==> config.mk <==
export PLATFORM = sky130hd
export DESIGN_NAME = el2_lsu_dccm_wrbuf
export DESIGN_NICKNAME = d
export VERILOG_FILES = /design/src/rtl/el2_pkg.sv /design/src/rtl/el2_lsu_dccm_wrbuf_fwd.sv /design/src/rtl/el2_lsu_dccm_wrbuf.sv
export SDC_FILE = /design/constraint.sdc
export NUM_CORES = 1
export LEC_CHECK = 0
export CAP_MARGIN = 5
export CORE_ASPECT_RATIO = 1.2
export CORE_MARGIN = 2
export CORE_UTILIZATION = 52
export DETAILED_ROUTE_END_ITERATION = 12
export GPL_ROUTABILITY_DRIVEN = 0
export PLACE_DENSITY_LB_ADDON = 0.12
export SETUP_SLACK_MARGIN = 0.5
export SLEW_MARGIN = 25
export SYNTH_ARGS = -nofsm -noshare
export SYNTH_HDL_FRONTEND = slang
export SYNTH_SLANG_ARGS = --single-unit
==> constraint.sdc <==
create_clock -name clk -period 12.2 [get_ports clk]
set_input_delay 1.83 -clock clk [delete_from_list [all_inputs] [get_ports clk]]
set_output_delay 1.83 -clock clk [all_outputs]
set_load 0.01 [all_outputs]
==> src/rtl/el2_pkg.sv <==
// el2_pkg: shared types for the DCCM store write buffer
package el2_pkg;
    typedef enum logic [1:0] {IDLE, RMW_RD, RMW_WR} el2_wrbuf_state_e;
endpackage

==> src/rtl/el2_lsu_dccm_wrbuf_fwd.sv <==
// el2_lsu_dccm_wrbuf_fwd: per-byte youngest-match store-to-load forwarding
module el2_lsu_dccm_wrbuf_fwd #(
    parameter int DEPTH = 4,
    parameter int AW = 14,
    parameter int DATA_WIDTH = 32
) (
    input  logic [DEPTH-1:0]                      vld,
    input  logic [DEPTH-1:0][AW-1:0]              addr,
    input  logic [DEPTH-1:0][DATA_WIDTH-1:0]      data,
    input  logic [DEPTH-1:0][DATA_WIDTH/8-1:0]    be,
    input  logic [$clog2(DEPTH)-1:0]              rd_ptr,
    input  logic [AW-1:0]                         ld_waddr,
    output logic [DATA_WIDTH/8-1:0]               fwd_byteen,
    output logic [DATA_WIDTH-1:0]                 fwd_data
);
    localparam int PW = $clog2(DEPTH);
    logic [PW-1:0] idx;
    // walk entries oldest to youngest so younger hits overwrite older ones per lane
    always_comb begin
        fwd_byteen = '0;
        fwd_data = '0;
        idx = rd_ptr;
        for (int k = 0; k < DEPTH; k++) begin
            idx = rd_ptr + PW'(k);
            for (int j = 0; j < DATA_WIDTH/8; j++) begin
                if (vld[idx] && addr[idx] == ld_waddr && be[idx][j]) begin
                    fwd_byteen[j] = 1'b1;
                    fwd_data[8*j +: 8] = data[idx][8*j +: 8];
                end
            end
        end
    end
endmodule

==> src/rtl/el2_lsu_dccm_wrbuf.sv <==
// el2_lsu_dccm_wrbuf: DCCM store write buffer with read-modify-write and load forwarding
module el2_lsu_dccm_wrbuf
    import el2_pkg::*;
#(
    parameter int DEPTH = 4,
    parameter int DCCM_BITS = 16,
    parameter int DATA_WIDTH = 32
) (
    input  logic                         clk,
    input  logic                         rst,
    input  logic                         st_valid,
    output logic                         st_ready,
    input  logic [DCCM_BITS-1:0]         st_addr,
    input  logic [DATA_WIDTH-1:0]        st_data,
    input  logic [DATA_WIDTH/8-1:0]      st_byteen,
    input  logic                         ld_req,
    input  logic [DCCM_BITS-1:0]         ld_addr,
    output logic [DATA_WIDTH/8-1:0]      fwd_byteen,
    output logic [DATA_WIDTH-1:0]        fwd_data,
    output logic                         dccm_rden,
    output logic [DCCM_BITS-1:0]         dccm_rd_addr,
    input  logic [DATA_WIDTH-1:0]        dccm_rd_data,
    output logic                         dccm_wren,
    output logic [DCCM_BITS-1:0]         dccm_wr_addr,
    output logic [DATA_WIDTH-1:0]        dccm_wr_data,
    output logic                         empty,
    output logic [$clog2(DEPTH+1)-1:0]   count
);
    localparam int BE = DATA_WIDTH/8;
    localparam int PW = $clog2(DEPTH);
    localparam int CW = $clog2(DEPTH+1);
    localparam int AW = DCCM_BITS-2;

    logic [DEPTH-1:0][AW-1:0]         addr_q;
    logic [DEPTH-1:0][DATA_WIDTH-1:0] data_q;
    logic [DEPTH-1:0][BE-1:0]         be_q;
    logic [DEPTH-1:0]                 vld_q;
    logic [PW-1:0]                    wr_ptr, rd_ptr;
    logic [CW-1:0]                    count_q;
    el2_wrbuf_state_e                 state;
    logic [DATA_WIDTH-1:0]            merge_q, merged;
    logic [BE-1:0]                    hbe;
    logic                             idle_go, push, pop, unused_bits;

    assign hbe = be_q[rd_ptr];
    assign count = count_q;
    assign empty = rst || count_q == '0;
    assign st_ready = rst || count_q != CW'(DEPTH);
    assign push = st_valid && st_ready;
    assign idle_go = !rst && state == IDLE && count_q != '0 && !ld_req;
    assign dccm_wren = (idle_go && (&hbe)) || (!rst && state == RMW_WR && !ld_req);
    assign dccm_rden = idle_go && !(&hbe) && (|hbe);
    assign pop = dccm_wren || (idle_go && ~|hbe);
    assign dccm_rd_addr = {addr_q[rd_ptr], 2'b00};
    assign dccm_wr_addr = {addr_q[rd_ptr], 2'b00};
    assign dccm_wr_data = state == RMW_WR ? merge_q : data_q[rd_ptr];
    assign unused_bits = ^{st_addr[1:0], ld_addr[1:0]};

    // overlay the head's enabled bytes onto the word read back from DCCM
    always_comb begin
        merged = dccm_rd_data;
        for (int j = 0; j < BE; j++)
            if (hbe[j]) merged[8*j +: 8] = data_q[rd_ptr][8*j +: 8];
    end

    // control: RMW sequencing, FIFO pointers, occupancy and valid bits
    always_ff @(posedge clk) begin
        if (rst) begin
            state <= IDLE;
            wr_ptr <= '0;
            rd_ptr <= '0;
            count_q <= '0;
            vld_q <= '0;
        end else begin
            state <= state == IDLE ? (dccm_rden ? RMW_RD : IDLE) :
                     state == RMW_RD ? RMW_WR : (ld_req ? RMW_WR : IDLE);
            if (push) begin
                vld_q[wr_ptr] <= 1'b1;
                wr_ptr <= wr_ptr + PW'(1);
            end
            if (pop) begin
                vld_q[rd_ptr] <= 1'b0;
                rd_ptr <= rd_ptr + PW'(1);
            end
            count_q <= count_q + CW'(push) - CW'(pop);
        end
    end

    // entry payload and merged RMW word are plain storage without reset
    always_ff @(posedge clk) begin
        if (push) begin
            addr_q[wr_ptr] <= st_addr[DCCM_BITS-1:2];
            data_q[wr_ptr] <= st_data;
            be_q[wr_ptr] <= st_byteen;
        end
        if (state == RMW_RD) merge_q <= merged;
    end

    el2_lsu_dccm_wrbuf_fwd #(.DEPTH(DEPTH), .AW(AW), .DATA_WIDTH(DATA_WIDTH)) u_fwd (
        .vld(vld_q & {DEPTH{!rst}}),
        .addr(addr_q),
        .data(data_q),
        .be(be_q),
        .rd_ptr(rd_ptr),
        .ld_waddr(ld_addr[DCCM_BITS-1:2]),
        .fwd_byteen(fwd_byteen),
        .fwd_data(fwd_data)
    );
endmodule

# Word level (Yosys, flattened, before mapping)
# Cells that the tools add are included.
[op_classes]
n_addsub = 6
n_reduce_logical = 45
order_cmp = 7
bitwise_logic = 4
muxes = 89
eq_ne = 7
[ops]
columns = ["op", "n"]
rows = [
  ["$bmux 32 s2", 4],
  ["$mux 32", 6],
  ["$mux 8", 20],
  ["$bwmux 128", 1],
  ["$bmux 14 s2", 4],
  ["$mux 14", 5],
  ["$demux 32 s2", 1],
  ["$bwmux 56", 1],
  ["$eq 14x14->1", 4],
  ["$bmux 4 s2", 4],
  ["$logic_and 1x1->1", 32],
  ["$mux 4", 8],
  ["$demux 14 s2", 1],
  ["$mux 1", 23],
  ["$bwmux 16", 1],
  ["$lt 2x3->1 const B", 5],
  ["$and 4x4->4", 2],
  ["$bmux 1 s2", 4],
  ["$demux 4 s2", 1],
  ["$mux 2", 3],
  ["$add 2x1->2 const B", 2],
  ["$add 2x2->2 const B", 2],
  ["$demux 1 s2", 2],
  ["$ge 2x1->1 const B", 2],
  ["other kinds (14)", 20],
]
[totals]
output_inout_bits = 107
input_bits = 104
regBits = 245
elab_cells = 176

# Depth between registers and ports, before layout
# Gate-level depths: netlist (run 1).
[depth]
ltp_word = 10
mapped_depth = 17
ltp_nobuf = 11

# Hierarchy
# From an unflattened synthesis (run 1), not the netlist that was laid out.
[hier_totals]
cells_unflattened = 1276
hier_area_um2 = 16384.5
[by_module_without_submodules]
columns = ["mod", "n_inst", "seq_area_each_um2", "area_per_inst_um2", "cells_per_inst"]
rows = [
  ["el2_lsu_dccm_wrbuf", 1, 7226.9, 9834.4, 468],
  ["el2_lsu_dccm_wrbuf_fwd", 1, 0.0, 6550.0, 808],
]

# Least setup slack after synthesis (run 1)
# OpenSTA, ideal clock, no wires.
[synth_timing]
kind = "input to output"
start = "in ld_addr[3]"
end = "out fwd_data[22]"
cell_stages = 10
arrival_ns = 3.928
n_path_buf = 3
path_slack_ns = 6.442
required_ns = 10.370
cell_sequence = "clkbuf_1 inv_1 xnor2_1 nor4bb_1 a21oi_1 nor4b_1 buf_4 buf_2 a211oi_1 a311oi_1"
[synth_via]
elab_chain_len = 7
elab_cells_between_ends = 16
classes_between = "eq/ne (4); mux (4); reduce/logical (8)"
[synth_lines]
columns = ["element", "line", "source"]
rows = [
  ["start: declaration", "el2_lsu_dccm_wrbuf.sv:17", "input logic [DCCM_BITS-1:0] ld_addr,"],
  ["$eq 14x14->1", "el2_lsu_dccm_wrbuf_fwd.sv:26", "if (vld[idx] && addr[idx] == ld_waddr && be[idx][j]) begin"],
  ["$logic_and 1x1->1 (2 in series)", "el2_lsu_dccm_wrbuf_fwd.sv:26", ""],
  ["$mux 8 (3 in series)", "el2_lsu_dccm_wrbuf_fwd.sv:26", ""],
  ["$mux 8 (*)", "el2_lsu_dccm_wrbuf_fwd.sv:26", ""],
  ["end: declaration", "el2_lsu_dccm_wrbuf.sv:19", "output logic [DATA_WIDTH-1:0] fwd_data,"],
]
# Mark *: on every way between the ends. The rest lies on a longest branch, timed or not.

# Final worst setup path (run 1)
[layout_timing]
start = "reg rd_ptr[1]"
end = "out fwd_data[0]"
[layout_via]
elab_chain_len = 9
elab_cells_between_ends = 51
classes_between = "add/sub (3); eq/ne (4); mux (36); reduce/logical (8)"
[layout_lines]
columns = ["element", "line", "source"]
rows = [
  ["start: declaration", "el2_lsu_dccm_wrbuf.sv:38", "logic [PW-1:0] wr_ptr, rd_ptr;"],
  ["start signal: assignment", "el2_lsu_dccm_wrbuf.sv:83", "rd_ptr <= rd_ptr + PW'(1);"],
  ["$add 2x1->2 or $bmux 14 s2 (tied branches)", "el2_lsu_dccm_wrbuf_fwd.sv:24, el2_lsu_dccm_wrbuf_fwd.sv:26", ""],
  ["$bmux 14 s2 or $mux 14 (tied branches)", "el2_lsu_dccm_wrbuf_fwd.sv:26", ""],
  ["$mux 14 (not written as such) or $eq 14x14->1 (tied branches)", "el2_lsu_dccm_wrbuf_fwd.sv:26", ""],
  ["$eq 14x14->1 or $logic_and 1x1->1 (tied branches)", "el2_lsu_dccm_wrbuf_fwd.sv:26", ""],
  ["$logic_and 1x1->1", "el2_lsu_dccm_wrbuf_fwd.sv:26", ""],
  ["$logic_and 1x1->1 or $mux 8 (tied branches)", "el2_lsu_dccm_wrbuf_fwd.sv:26", ""],
  ["$mux 8 (2 in series)", "el2_lsu_dccm_wrbuf_fwd.sv:26", ""],
  ["$mux 8 (*)", "el2_lsu_dccm_wrbuf_fwd.sv:26", ""],
]
# Mark *: on every way between the ends. The rest lies on a longest branch, timed or not. The select of a mux whose other input is x is not followed.

==> impl_metrics.yaml, run 1 <==
final_layout:
  layout.area.seq_mm2: 0.007234
  multi_input_area_mm2: 0.007818
  drive_above_1_share_pct: 25.74
  synthToLayoutAreaGrowth_pct: 19.33
  instances_no_fill: 1607
  nets: 1310
  final_cell_area_mm2: 0.01866
  fillers: 2228
synth:
  seq_area_frac_synth_pct: 46.20
  synth_xor_area_share_pct: 3.304
  synth.most_common_cell: "edfxtp_1"
  yosys-top-cells-area: "edfxtp_1, mux4_2, mux2_2"
  netlist.area_leader.share_pct: 44.54
  synthFlopType: "edfxtp_1"
  synth_seq_cells: 245
  synth_mux_area_share_pct: 31.13
  syn_area_mm2: 0.01564
  syn_area_per_cell_um2: 14.76
  ys_warn_count: 0
  yosys.area_share.simple_pct: 7.111
  synth_fa_ha_area_share_pct: 0.9279
  synthArstFlopShare_pct: 0
  synthTopCellsByCount: "edfxtp_1, mux4_2, mux2_2"
  yosys.area.top_type: "edfxtp_1"
  synth-edff-count: 232
  synth_compound_area_share_pct: 7.199
  synth_cell_types: 67
  netlist_instances: 1060
  synth_top_family_by_area: "multiplexers"
clock_network:
  clock_path_buffers: 3
  hold_buffers: 0
  root_buffer: "clkbuf_16"
  post_cts_resized: 0
  clk_latency_ns: 0.54
  cts_tree: "yes"
  htree_num_levels: 1
  postCtsSetupRepairBufs: 0
  clk_pin_slew_worst_paths_ns: 0.06
  cts.sinks: 245
  numCtsBuffers: 27
global_route:
  grt_usage_pct: 25.29
  grt_pass1_vias: 10710
  grt_overflow_total: 0
  grt_pass1_wl_mm: 61.67
  antenna_found_initial: 1
  grt_max_degree: 73
power_and_ir_drop:
  power_per_cell_area_mw_per_mm2: 134.2
  ir_worst_vdd_uv: 115.2
  p_clk_share_pct: 33.7
  total_power_w: 0.002505
  power.switching_w: 0.0006622
  p_comb_share_pct: 23.6
  power.leakage_nw: 5.551
  seq_power_share_pct: 42.7
  swShare_pct: 26.43
  p_int_w: 0.001843
worst_setup_path:
  crit_required_ns: 10.37
  cp_max_fo: 72
  crit_type: "flop to primary output"
  cp.arrival_ns: 6.09
  endpoint_kind: "primary output"
  startpoint_type: "flop"
die:
  dieArea_mm2: 0.03149
  die_height_um: 194.0
  ios: 211
  fp.dieW_um: 162.3
  rows: 69
  initial_core_util_pct: 52.82
  fp.coreArea_mm2: 0.02961
timing:
  worst_pin_slew_ns: 1.073
  min_period_ns: 7.917
  fin_worst_skew_ns: 0.007752
  tns_ns: 0
  fmax_mhz: 126.3
  min_period_over_period_pct: 64.89
  setup_viol: 0
  hold_viol: 0
  rsz0062_at_grt: "no"
  drv_slew: 0
  maxSlewHeadroom_pct: 28.48
  setup_ws_ns: 4.283
detailed_routing:
  ant_nets: 0
  route.vias.total: 10570
  avgRoutedWirePerCell_um: 24.96
  drtIter0Drc: 880
  firstDrtPassIters: 6
  drc: 0
  avgViaCountPerCell: 6.579
  wirelength_mm: 40.11
worst_hold_path:
  hp-class: "flop to flop"
place:
  dp_slack_ns: 4.237
  placed_cells_incl_taps: 1555
  dpl_cell_area_mm2: 0.01771
  port_buffers: 202
  hpwl_mm: 26.67
run_status:
  status: "completed"
flow_run:
  drv_cap: 0
-- worst max-delay path, cell delays in order, from the launching register on --
cell             delay [ns]
dfxtp_4                0.84
inv_2                  0.32
ha_4                   0.75
buf_6                  0.63
mux2_2                 0.42
xor2_1                 0.24
nand2_1                0.12
or4b_2                 1.11
nor3_1                 0.39
a311oi_1               0.11
clkdlybuf4s50_1        0.51
-- registers in the layout (all words and copies together), names as in the netlist --
register and count:
state 2, count 3, merge_q 32, be_q 16, wr_ptr 2, addr_q 56, vld_q 4, data_q 128
rd_ptr 2
-- per-stage QoR --
step	hold WS [ns]	utilization (%)
3_3_place_gp	0.5111	59.74
3_5_place_dp	0.5277	59.80
6_report	0.5377	63.03
5_1_grt	0.5759	63.02
4_1_cts	0.5368	62.91
2_1_floorplan	0.4900	-
-- final timing paths --
| path | from | to | slack (ns) | cells past startpoint |
|---|---|---|---|---|
| worst max-delay path | rd_ptr[1] | fwd_data[0] | 4.28 | 10 |
| worst max register to register | rd_ptr[0] | count[2] | 6.29 | 14 |
| worst min-delay path | vld_q[3] | vld_q[3] | 0.54 | 2 |
| worst min register to register | vld_q[3] | vld_q[3] | 0.54 | 2 |
-- kinds of logic after synthesis --
family | Yosys count
and+or+nand+nor | 207
muxes | 281
xor gates and xnor gates | 59
other | 1
adders and majority gates | 11
AOI/OAI and AO/OA | 133
buffers and inverters | 123
DFF | 245
-- power groups by stage --
stage	registers [W]	logic (W)	clock network [W]
floorplan	0.00107	0.000389	0
global placement	0.00108	0.000580	0
detailed placement	0.00109	0.000588	0
CTS	0.00107	0.000592	0.000858
global route	0.00108	0.000633	0.000893
finish	0.00107	0.000591	0.000844
-- layout make-up --
cell class                      instances  share of cell area, %
Sequential cell                       245                  38.76
Clock buffer                           32                  3.721
Clock inverter                         18                  1.213
Inverter                               10                 0.2011
Timing Repair Buffer                  216                  11.59
Tap cell                              390                  2.614
Multi-Input combinational cell        695                  41.88
Antenna cell                            1                0.01341
-- layout by cell type, fill, tap and decap left out, types with 5 or more instances in the layout --
master	count
a21oi_1	11
mux4_2	157
nand2b_1	5
buf_4	11
mux2i_1	51
ha_1	9
xor2_1	15
edfxtp_1	232
inv_1	9
nor3_1	38
bufinv_16	5
xnor2_1	44
clkbuf_1	5
o2111a_1	5
and3_1	6
mux2_2	73
nor2_1	23
a221oi_1	7
clkdlybuf4s50_1	202
nand4_1	9
a311oi_1	33
nand3_1	46
dfxtp_1	11
nand2_1	41
nor2b_1	7
a211oi_1	38
clkbuf_16	27
-- per-layer routing --
| metal | track usage [%] | vias up | share of wire (%) |
|---|---|---|---|
| met5 | 0 | - | 0.037 |
| met4 | 6.916 | 2 | 2.5 |
| met3 | 3.016 | 72 | 5.8 |
| met2 | 44.10 | 392 | 52 |
| met1 | 33.66 | 5435 | 40 |
| li1 | - | 4671 | - |
Note: power is estimated with default switching activity, not from simulation.
==> inputs of run 2 (changes only) <==
--- a/config.mk
+++ b/config.mk
@@ -8,7 +8,7 @@
 export CAP_MARGIN = 5
 export CORE_ASPECT_RATIO = 1.2
 export CORE_MARGIN = 2
-export CORE_UTILIZATION = 52
+export CORE_UTILIZATION = 51
 export DETAILED_ROUTE_END_ITERATION = 12
 export GPL_ROUTABILITY_DRIVEN = 0
 export PLACE_DENSITY_LB_ADDON = 0.12
==> constraint.sdc (replaced) <==
create_clock -name clk -period 6.6 [get_ports clk]
set_input_delay 0.99 -clock clk [delete_from_list [all_inputs] [get_ports clk]]
set_output_delay 0.99 -clock clk [all_outputs]
set_load 0.01 [all_outputs]
==> run 2 against run 1 <==
  * Critical path depth did not move
  * Hold slack got worse by 0.0046 ns
  * Critical endpoint unchanged
  * Largest cell class unchanged
  * Final area rose by 0.15%
  * Core utilization fell by 1.3 points
  * Via count rose by 0.12%
==> impl_metrics.yaml, run 2 (synthesis gave the netlist of run 1 again) <==
die:
  dieArea_mm2: 0.03209
  ios: 211
  initial_core_util_pct: 51.61
  die_height_um: 195.8
  fp.coreArea_mm2: 0.03030
  rows: 70
  fp.dieW_um: 163.9
global_route:
  use_met3_pct: 3.827
  grt-busiest-layer: "met2"
  grt_pass1_vias: 10760
  grt_overflow_total: 0
  grt_pass1_wl_mm: 60.86
  antenna_found_initial: 2
  met1_usage_pct: 31.56
  grt_max_degree: 69
  grt_usage_pct: 24.75
  use_met2_pct: 43.51
clock_network:
  clock_path_buffers: 3
  clk_latency_ns: 0.53
  clk_pin_slew_worst_paths_ns: 0.06
  cts.sinks: 245
  hold_buffers: 0
  root_buffer: "clkbuf_16"
  htree_num_levels: 1
  cts_tree: "yes"
  numCtsBuffers: 26
place:
  port_buffers: 202
  hpwl_mm: 27.44
timing:
  fmax_mhz: 171.1
  rsz0062_at_grt: "no"
  tns_ns: 0
  setup_viol: 0
  worst_pin_slew_ns: 1.059
  maxSlewHeadroom_pct: 29.32
  hold_viol: 0
  min_period_over_period_pct: 88.53
  drv_slew: 0
  fin_worst_skew_ns: 0.01046
  min_period_ns: 5.843
final_layout:
  nets: 1316
  top_regs: "data_q (128), addr_q (56), merge_q (32)"
  synthToLayoutAreaGrowth_pct: 19.51
  final_common_cell: "edfxtp_1"
  regMostFlops: "data_q"
  largest_register_ffs: 128
  mostFrequentLayoutCells: "edfxtp_1, clkdlybuf4s50_1, mux4_2"
  drive_above_1_share_pct: 26.23
power_and_ir_drop:
  ir_worst_vdd_uv: 240.4
  p_clk_share_pct: 32.0
  seq_power_share_pct: 43.7
  swShare_pct: 26.88
  power.leakage_nw: 5.563
  p_int_w: 0.003304
  total_power_w: 0.004518
  power.switching_w: 0.001214
  power_per_cell_area_mw_per_mm2: 241.7
  p_comb_share_pct: 24.3
worst_setup_path:
  crit_type: "flop to primary output"
  startpoint_type: "flop"
  cp.arrival_ns: 4.85
  rr_startpoint: "rd_ptr[0]"
  cp_max_fo: 53
  critPathLaunch: "rd_ptr[0]"
  crit_required_ns: 5.61
  endpoint_kind: "primary output"
detailed_routing:
  ant_nets: 0
  avgRoutedWirePerCell_um: 24.54
  drtIter0Drc: 751
  firstDrtPassIters: 7
  drc: 0
  wirelength_mm: 39.70
  avgViaCountPerCell: 6.542
  route.vias.total: 10590
worst_hold_path:
  hp-class: "flop to flop"
  hold_path.startpoint: "vld_q[3]"
flow_run:
  drv_cap: 0
run_status:
  status: "completed"
[run 2: changes by cell type in the layout (fill, tap and decap cells not counted), sizes merged]
cell      previous run  this run
buf                 14        21
bufinv               5         0
clkbuf              32        36
clkinv              10         9
clkinvlp             2         1
diode                1         2
[run 2: cell type report]
cell class                 instances  area [µm²]
sequential                       245        7234
clock buffer                      36       793.3
multi-input combinational        695        7829
timing repair buffer             223        2228
fill                            2367       11610
tap                              396       495.5
inverter                          10       37.54
clock inverter                    11       70.07
antenna                            2       5.005
[run 2: worst paths after layout]
| path | slack [ns] | end | cells after the start |
|---|---|---|---|
| hold / removal | 0.53 | vld_q[3] | 2 |
| setup reg to reg | 1.45 | count[2] | 13 |
| setup / recovery | 0.76 | fwd_data[0] | 10 |
| hold reg to reg | 0.53 | vld_q[3] | 2 |
[run 2: timing repair]
action	CTS	global route
endpoints found under the setup margin	0	21
setup buffers	0	1
gates resized for setup	0	4
hold endpoints to repair	0	0
[run 2: per-layer routing]
layer | vias to the layer above | part of all wire, %
met5 | - | 0.033
met4 | 2 | 2.5
met3 | 76 | 7.1
met2 | 428 | 52
met1 | 5400 | 38
li1 | 4679 | -
[run 2: metrics by stage]
| step | setup slack (ns) | util, % | hold slack (ns) | std cells | cell area (µm²) |
|---|---|---|---|---|---|
| floorplan | 2.078 | - | 0.4900 | 1063 | 15650 |
| global placement | 0.9608 | 58.65 | 0.5108 | 1567 | 17770 |
| detailed placement | 0.9456 | 58.73 | 0.5258 | 1568 | 17800 |
| finish | 0.7569 | 61.68 | 0.5331 | 1618 | 18690 |
| CTS | 0.5671 | 61.58 | 0.5338 | 1615 | 18660 |
| global route | 0.5492 | 61.67 | 0.5595 | 1616 | 18690 |
[run 2: power groups by stage]
stage,registers [W],clock network [W],logic [W]
after CTS,0.00197,0.00147,0.00111
final,0.00197,0.00145,0.00110
after global routing,0.00199,0.00153,0.00118
after global placement,0.00200,0,0.00109
after floorplan,0.00198,0,0.000719
after detailed placement,0.00201,0,0.00110
[run 2: critical path: stages (launching register included)]
cell and delay (ns):
dfxtp_4 0.52, buf_12 0.34, mux4_2 0.61, xnor2_1 0.18, nand4_1 0.20, a2111oi_4 0.53
buf_4 0.25, and3_1 0.43, nand3_1 0.12, a311oi_1 0.46, clkdlybuf4s50_1 0.62
